File: src/rtl/lane_merge_4to1.sv
// lane_merge_4to1: four byte lanes, each buffered in a small FIFO, merged
// round-robin onto one registered output at one byte per clock.
// Optional feature macro: IDLE_BYTE_EN (drive 8'hBC on data_out while idle).
module lane_merge_4to1 #(
    parameter int unsigned DW    = 8,
    parameter int unsigned DEPTH = 4
) (
    input  logic          clk_4f,
    input  logic          reset,
    input  logic [DW-1:0] data_0,
    input  logic [DW-1:0] data_1,
    input  logic [DW-1:0] data_2,
    input  logic [DW-1:0] data_3,
    input  logic          valid_0,
    input  logic          valid_1,
    input  logic          valid_2,
    input  logic          valid_3,
    output logic [DW-1:0] data_out,
    output logic          valid_out,
    output logic          full_0,
    output logic          full_1,
    output logic          full_2,
    output logic          full_3,
    output logic          overflow_0,
    output logic          overflow_1,
    output logic          overflow_2,
    output logic          overflow_3,
    output logic          idle_out
);

    localparam int unsigned AW = $clog2(DEPTH);
    localparam int unsigned CW = AW + 1;
`ifdef IDLE_BYTE_EN
    localparam logic [DW-1:0] IDLE_DATA = DW'(8'hBC);
`else
    localparam logic [DW-1:0] IDLE_DATA = '0;
`endif

    typedef enum logic [1:0] {
        ST_IDLE   = 2'd0,
        ST_ACTIVE = 2'd1,
        ST_DRAIN  = 2'd2
    } state_t;

    logic [DW-1:0] r_mem [4][DEPTH];
    logic [AW-1:0] r_wptr [4];
    logic [AW-1:0] r_rptr [4];
    logic [CW-1:0] r_count [4];
    logic [3:0]    r_ovf;
    logic [1:0]    r_rr;
    logic [DW-1:0] r_data_out;
    logic          r_valid_out;
    logic          r_idle;
    state_t        r_state;

    logic [DW-1:0] w_data [4];
    logic [3:0]    w_valid;
    logic [3:0]    w_full;
    logic [3:0]    w_push;
    logic [3:0]    w_pop;
    logic          w_any_push;
    logic          w_all_empty;
    logic          w_grant_vld;
    logic [1:0]    w_grant;

    assign w_data[0] = data_0;
    assign w_data[1] = data_1;
    assign w_data[2] = data_2;
    assign w_data[3] = data_3;
    assign w_valid   = {valid_3, valid_2, valid_1, valid_0};

    // Per-lane full flags and accepted pushes (a push into a full lane is dropped).
    always_comb begin
        w_full      = '0;
        w_push      = '0;
        w_all_empty = 1'b1;
        for (int k = 0; k < 4; k++) begin
            w_full[k] = (r_count[k] == CW'(DEPTH));
            w_push[k] = w_valid[k] && !w_full[k];
            if (r_count[k] != '0) begin
                w_all_empty = 1'b0;
            end
        end
        w_any_push = |w_push;
    end

    // Round-robin search from r_rr; descending loop so the nearest lane wins.
    always_comb begin
        logic [1:0] v_idx;
        v_idx       = r_rr;
        w_grant_vld = 1'b0;
        w_grant     = r_rr;
        w_pop       = '0;
        for (int i = 3; i >= 0; i--) begin
            v_idx = r_rr + 2'(i);
            if (r_count[v_idx] != '0) begin
                w_grant_vld = 1'b1;
                w_grant     = v_idx;
            end
        end
        for (int k = 0; k < 4; k++) begin
            w_pop[k] = w_grant_vld && (w_grant == 2'(k));
        end
    end

    // Lane storage; contents need no reset since counts gate every read.
    always_ff @(posedge clk_4f) begin
        for (int k = 0; k < 4; k++) begin
            if (w_push[k]) begin
                r_mem[k][r_wptr[k]] <= w_data[k];
            end
        end
    end

    // FIFO pointers, counts and sticky overflow flags.
    always_ff @(posedge clk_4f or negedge reset) begin
        if (!reset) begin
            for (int k = 0; k < 4; k++) begin
                r_wptr[k]  <= '0;
                r_rptr[k]  <= '0;
                r_count[k] <= '0;
            end
            r_ovf <= '0;
        end else begin
            for (int k = 0; k < 4; k++) begin
                if (w_push[k]) begin
                    r_wptr[k] <= r_wptr[k] + AW'(1);
                end
                if (w_pop[k]) begin
                    r_rptr[k] <= r_rptr[k] + AW'(1);
                end
                r_count[k] <= r_count[k] + CW'(w_push[k]) - CW'(w_pop[k]);
                if (w_valid[k] && w_full[k]) begin
                    r_ovf[k] <= 1'b1;
                end
            end
        end
    end

    // Output register and arbiter pointer.
    always_ff @(posedge clk_4f or negedge reset) begin
        if (!reset) begin
            r_data_out  <= IDLE_DATA;
            r_valid_out <= 1'b0;
            r_rr        <= '0;
        end else if (w_grant_vld) begin
            r_data_out  <= r_mem[w_grant][r_rptr[w_grant]];
            r_valid_out <= 1'b1;
            r_rr        <= w_grant + 2'd1;
        end else begin
            r_valid_out <= 1'b0;
`ifdef IDLE_BYTE_EN
            r_data_out  <= IDLE_DATA;
`endif
        end
    end

    // Activity FSM; idle flag is registered alongside the state.
    always_ff @(posedge clk_4f or negedge reset) begin
        if (!reset) begin
            r_state <= ST_IDLE;
            r_idle  <= 1'b1;
        end else begin
            case (r_state)
                ST_IDLE: begin
                    if (w_any_push) begin
                        r_state <= ST_ACTIVE;
                        r_idle  <= 1'b0;
                    end
                end
                ST_ACTIVE: begin
                    if (w_all_empty && !w_any_push) begin
                        r_state <= ST_DRAIN;
                    end
                end
                ST_DRAIN: begin
                    if (w_any_push) begin
                        r_state <= ST_ACTIVE;
                    end else begin
                        r_state <= ST_IDLE;
                        r_idle  <= 1'b1;
                    end
                end
                default: begin
                    r_state <= ST_IDLE;
                    r_idle  <= 1'b1;
                end
            endcase
        end
    end

    assign data_out   = r_data_out;
    assign valid_out  = r_valid_out;
    assign idle_out   = r_idle;
    assign full_0     = w_full[0];
    assign full_1     = w_full[1];
    assign full_2     = w_full[2];
    assign full_3     = w_full[3];
    assign overflow_0 = r_ovf[0];
    assign overflow_1 = r_ovf[1];
    assign overflow_2 = r_ovf[2];
    assign overflow_3 = r_ovf[3];

endmodule

File: config.mk
export PLATFORM = sky130hd
export DESIGN_NAME = lane_merge_4to1
export DESIGN_NICKNAME = d
export VERILOG_FILES = /design/src/rtl/lane_merge_4to1.sv
export SDC_FILE = /design/constraint.sdc
export NUM_CORES = 1
export LEC_CHECK = 0
export BUFFER_PORTS_ARGS = -buffer_cell sky130_fd_sc_hd__buf_4
export CORE_MARGIN = 8
export CORE_UTILIZATION = 60
export DETAILED_ROUTE_END_ITERATION = 8
export GPL_ROUTABILITY_DRIVEN = 0
export GPL_TIMING_DRIVEN = 0
export PLACE_DENSITY = 0.79
export SLEW_MARGIN = 20
export SYNTH_ARGS = -nofsm -noshare
export SYNTH_HDL_FRONTEND = slang
export SYNTH_SLANG_ARGS = --single-unit
File: constraint.sdc
create_clock -name clk_4f -period 8 [get_ports clk_4f]
set_clock_uncertainty 0.1 [all_clocks]
set_input_delay 0.8 -clock clk_4f [delete_from_list [all_inputs] [get_ports clk_4f]]
set_output_delay 0.8 -clock clk_4f [all_outputs]
set_load 0.01 [all_outputs]
==> flow_summary.yaml <==
outcome:
  status: "complete, no violations"
yosys:
  ys_top_cells_by_area: "edfxtp_1 (50%), dfrtp_1 (15%), nand2_1 (4.1%)"
  synth_register_bits: 174
  synth_async_sr_flop_share_pct: 26.4
  netlist.area_leader.share_pct: 50.0
  synth-warning-count: 0
  synthesized_area_um2: 7690
  synth_edf_count: 128
  postSynthNetCount: 637
  synth_sequential_area_ratio_pct: 64.9
  synthFlopType: "edfxtp_1"
  yosysMostFrequentCell: "edfxtp_1"
  synth.cells.most_frequent: "edfxtp_1 (128), nand2_1 (85), dfrtp_1 (45)"
  syn_inst: 571
  netlist-cell-type-count: 54
  synth.avg_cell_area_um2: 13.5
  synth_largest_area_cell: "edfxtp_1"
timing:
  slew_headroom_pct: 45.7
  layout_min_cycle_time_ps: 4280
  max_freq_mhz: 234
  finalSetupViolations: 0
  worst_slew_pin_slew_ps: 808
  post-route-period-util_pct: 53.5
  totalNegativeSetupSlack_ps: 0
  timing.final.hold_violations: 0
  rsz_0062_raised_after_global_routing: "no"
  timing_max_transition_violations_final: 0
  timing.final.ws_setup_ps: 3720
floorplan:
  num_rows: 41
  ios: 56
  die_area_um2: 16700
  floorplan.die.width_um: 129
  die_height_um: 129
  fp.coreArea_um2: 12600
  floorplan.initialDensity_pct: 61.2
routing:
  drt.antenna.violating_nets: 0
  drc_violation_total_after_the_first_tritonroute_iteration: 815
  drcViolationCount: 0
  detail_route.vias_per_cell: 6.32
  post_drt_wl_per_cell_um: 23.2
  wirelength_um: 19200
  vias: 5249
  drt_pre_antenna_iters: 6
setup_path:
  worst_flop_to_flop_path_startpoint: "r_count[10]"
  cp.arrival_ps: 4490
  crit_path_end_kind: "register"
  critical_path_buf_inv_count: 6
  critical_path.max_stage_delay_ps: 470
  worstPathRequired_ps: 8210
  timing.critical_path.from_type: "register"
  path_cells: "or3_1 > buf_2 > a22oi_1 > buf_2 > nand3_1 > buf_4 > buf_2 > nor3_1 > ha_1 > inv_1 > ha_1 > inv_1 > fa_1 > xnor2_1 > xnor2_1"
  timing.critical_path.max_delay_family: "simple AND/OR/NAND/NOR gates"
  worstSetupPathType: "reg2reg"
  r2r.worst_path.cells: 15
  critPathMaxFanout: 10
  critical-path-top-cell-by-count: "buf_2"
  setup.reg_to_reg.worst_slack_ps: 3720
  worst_r2r_endpoint: "r_count[8]"
  critical-path-slowest-cell: "dfrtp_1"
min_path:
  min-delay-path-class: "in2async"
clocking:
  cts_max_level: 4
  clock_tree.root_cell: "clkbuf_16"
  clock_pin_slew_of_the_registers_on_the_worst_case_setup_and_hold_paths_ps: 60
  holdBufCountCts: 0
  tritoncts: "built"
  setup_fix_bufs_post_cts: 0
  cts_made_buffers: 17
  post_cts.resized_instances: 0
  total_clock_sinks: 174
  clock_tree.buffer_depth: 2
  clk-insertion-delay-late_ps: 430
pwr:
  vdd_drop_max_mv: 0.239
  seqPwrFrac_pct: 31.8
  internal_power_w: 0.00260
  power_density_nw_per_um2: 496
  power.clock.fraction_pct: 18.2
  power.share.combinational_pct: 49.9
  total_leakage_power_nw: 3.47
  switching_power_as_a_share_of_total_power_pct: 41.2
  total_switching_power_w: 0.00182
global_routing:
  number_of_global_route_vias_before_repair: 5093
  wire_length_of_the_first_global_routing_pass_um: 29200
  antenna_found_initial: 0
  grt_max_degree: 47
  grt.total_usage_pct: 24.3
  grt-ovfl-total: 0
placement:
  place_ws_ps: 3830
  io_buffers: 55
  post_detail_place_hpwl_um: 14300
final_layout:
  area.growth.synth_to_final_pct: 15.9
  post_route_cells_drive_above_1_share_pct: 19.9
  fill_cells: 812
  n_antenna_cell: 0
  final_net_count: 711
job:
  max-cap-violations: 0
-- cell type report --
cell class | instances | area, um2 | area share, %
Buffer | 31 | 156 | 1.75
Sequential cell | 174 | 5000 | 56.0
Timing Repair Buffer | 55 | 413 | 4.63
Tap cell | 172 | 215 | 2.41
Multi-Input combinational cell | 327 | 2400 | 26.9
Clock buffer | 20 | 489 | 5.49
Inverter | 39 | 146 | 1.64
Clock inverter | 12 | 96.3 | 1.08
-- sequential cells by signal (all words and copies together) (netlist names) --
| register | flops |
|---|---|
| r_mem | 128 |
| r_count | 12 |
| data_out | 8 |
| r_rptr | 8 |
| r_wptr | 8 |
| r_ovf | 4 |
| r_rr | 2 |
| r_state | 2 |
| idle_out | 1 |
| valid_out | 1 |
-- layer usage --
| metal | vias up | part of all wire, % | global-route usage, % |
|---|---|---|---|
| met2 | 369 | 46 | 37.5 |
| met5 | - | 0.19 | 1.85 |
| met1 | 2513 | 38 | 30.1 |
| met3 | 66 | 12 | 7.89 |
| li1 | 2299 | - | - |
| met4 | 2 | 4.3 | 12.5 |
-- cells in the final DEF, fill, tap and decap left out, types with 4 or more instances in the layout --
cell | netlist | routed
o221ai_1 | 17 | 17
a22oi_1 | 26 | 26
o221a_2 | 8 | 8
dfrtp_1 | 45 | 45
and3_1 | 12 | 12
ha_1 | 24 | 24
a21o_1 | 5 | 5
edfxtp_1 | 128 | 128
or3_1 | 4 | 4
clkbuf_1 | 18 | 18
xnor2_1 | 17 | 17
clkinv_4 | 0 | 5
nor2_1 | 6 | 6
inv_1 | 39 | 39
clkbuf_16 | 0 | 19
nand4_1 | 10 | 10
a32oi_1 | 16 | 16
inv_6 | 0 | 4
and2_1 | 7 | 7
buf_2 | 10 | 10
a32o_1 | 8 | 8
o21ai_0 | 5 | 5
buf_4 | 1 | 56
o211ai_1 | 8 | 8
mux2_2 | 14 | 14
a21oi_1 | 7 | 7
nor3_1 | 8 | 8
xor2_1 | 4 | 4
fa_1 | 4 | 4
nand2_1 | 85 | 85
-- worst max-delay path by stage --
stage	start	end	cells past startpoint
global route	r_count[10]	r_count[8]	15
global placement	r_count[10]	r_count[8]	15
detailed placement	r_count[10]	r_count[8]	15
finish	r_count[10]	r_count[8]	15
floorplan	r_count[10]	r_count[8]	15
CTS	r_count[10]	r_count[8]	15
-- metrics by stage --
step | total power (W) | area, um2 | utilization, % | hold slack [ps] | instances
detailed placement | 0.00355 | 8320 | 66.2 | 348 | 798
CTS | 0.00437 | 8910 | 70.9 | 308 | 830
global route | 0.00467 | 8910 | 70.9 | 323 | 830
finish | 0.00442 | 8910 | 70.9 | 274 | 830
global placement | 0.00346 | 8320 | 66.2 | 339 | 798
floorplan | 0.00291 | 7690 | - | 345 | 571
-- logic make-up after synthesis --
kind of cell / after synthesis / synth area share (%)
mux: 16 / 2.44
fa+ha+maj: 28 / 4.94
flops: 174 / 64.9
compound gates: 114 / 12.1
simple gates: 148 / 9.30
buf+inv: 70 / 3.94
xor+xnor: 21 / 2.39
-- power by group through the flow --
stage	sequential, W	combinational [W]	clock, W
final	0.00141	0.00221	0.000805
after floorplan	0.00138	0.00153	0
after global placement	0.00140	0.00205	0
after detailed placement	0.00141	0.00214	0
after CTS	0.00140	0.00216	0.000807
after global routing	0.00143	0.00239	0.000847
No activity file was read; power rests on OpenSTA's default activity.
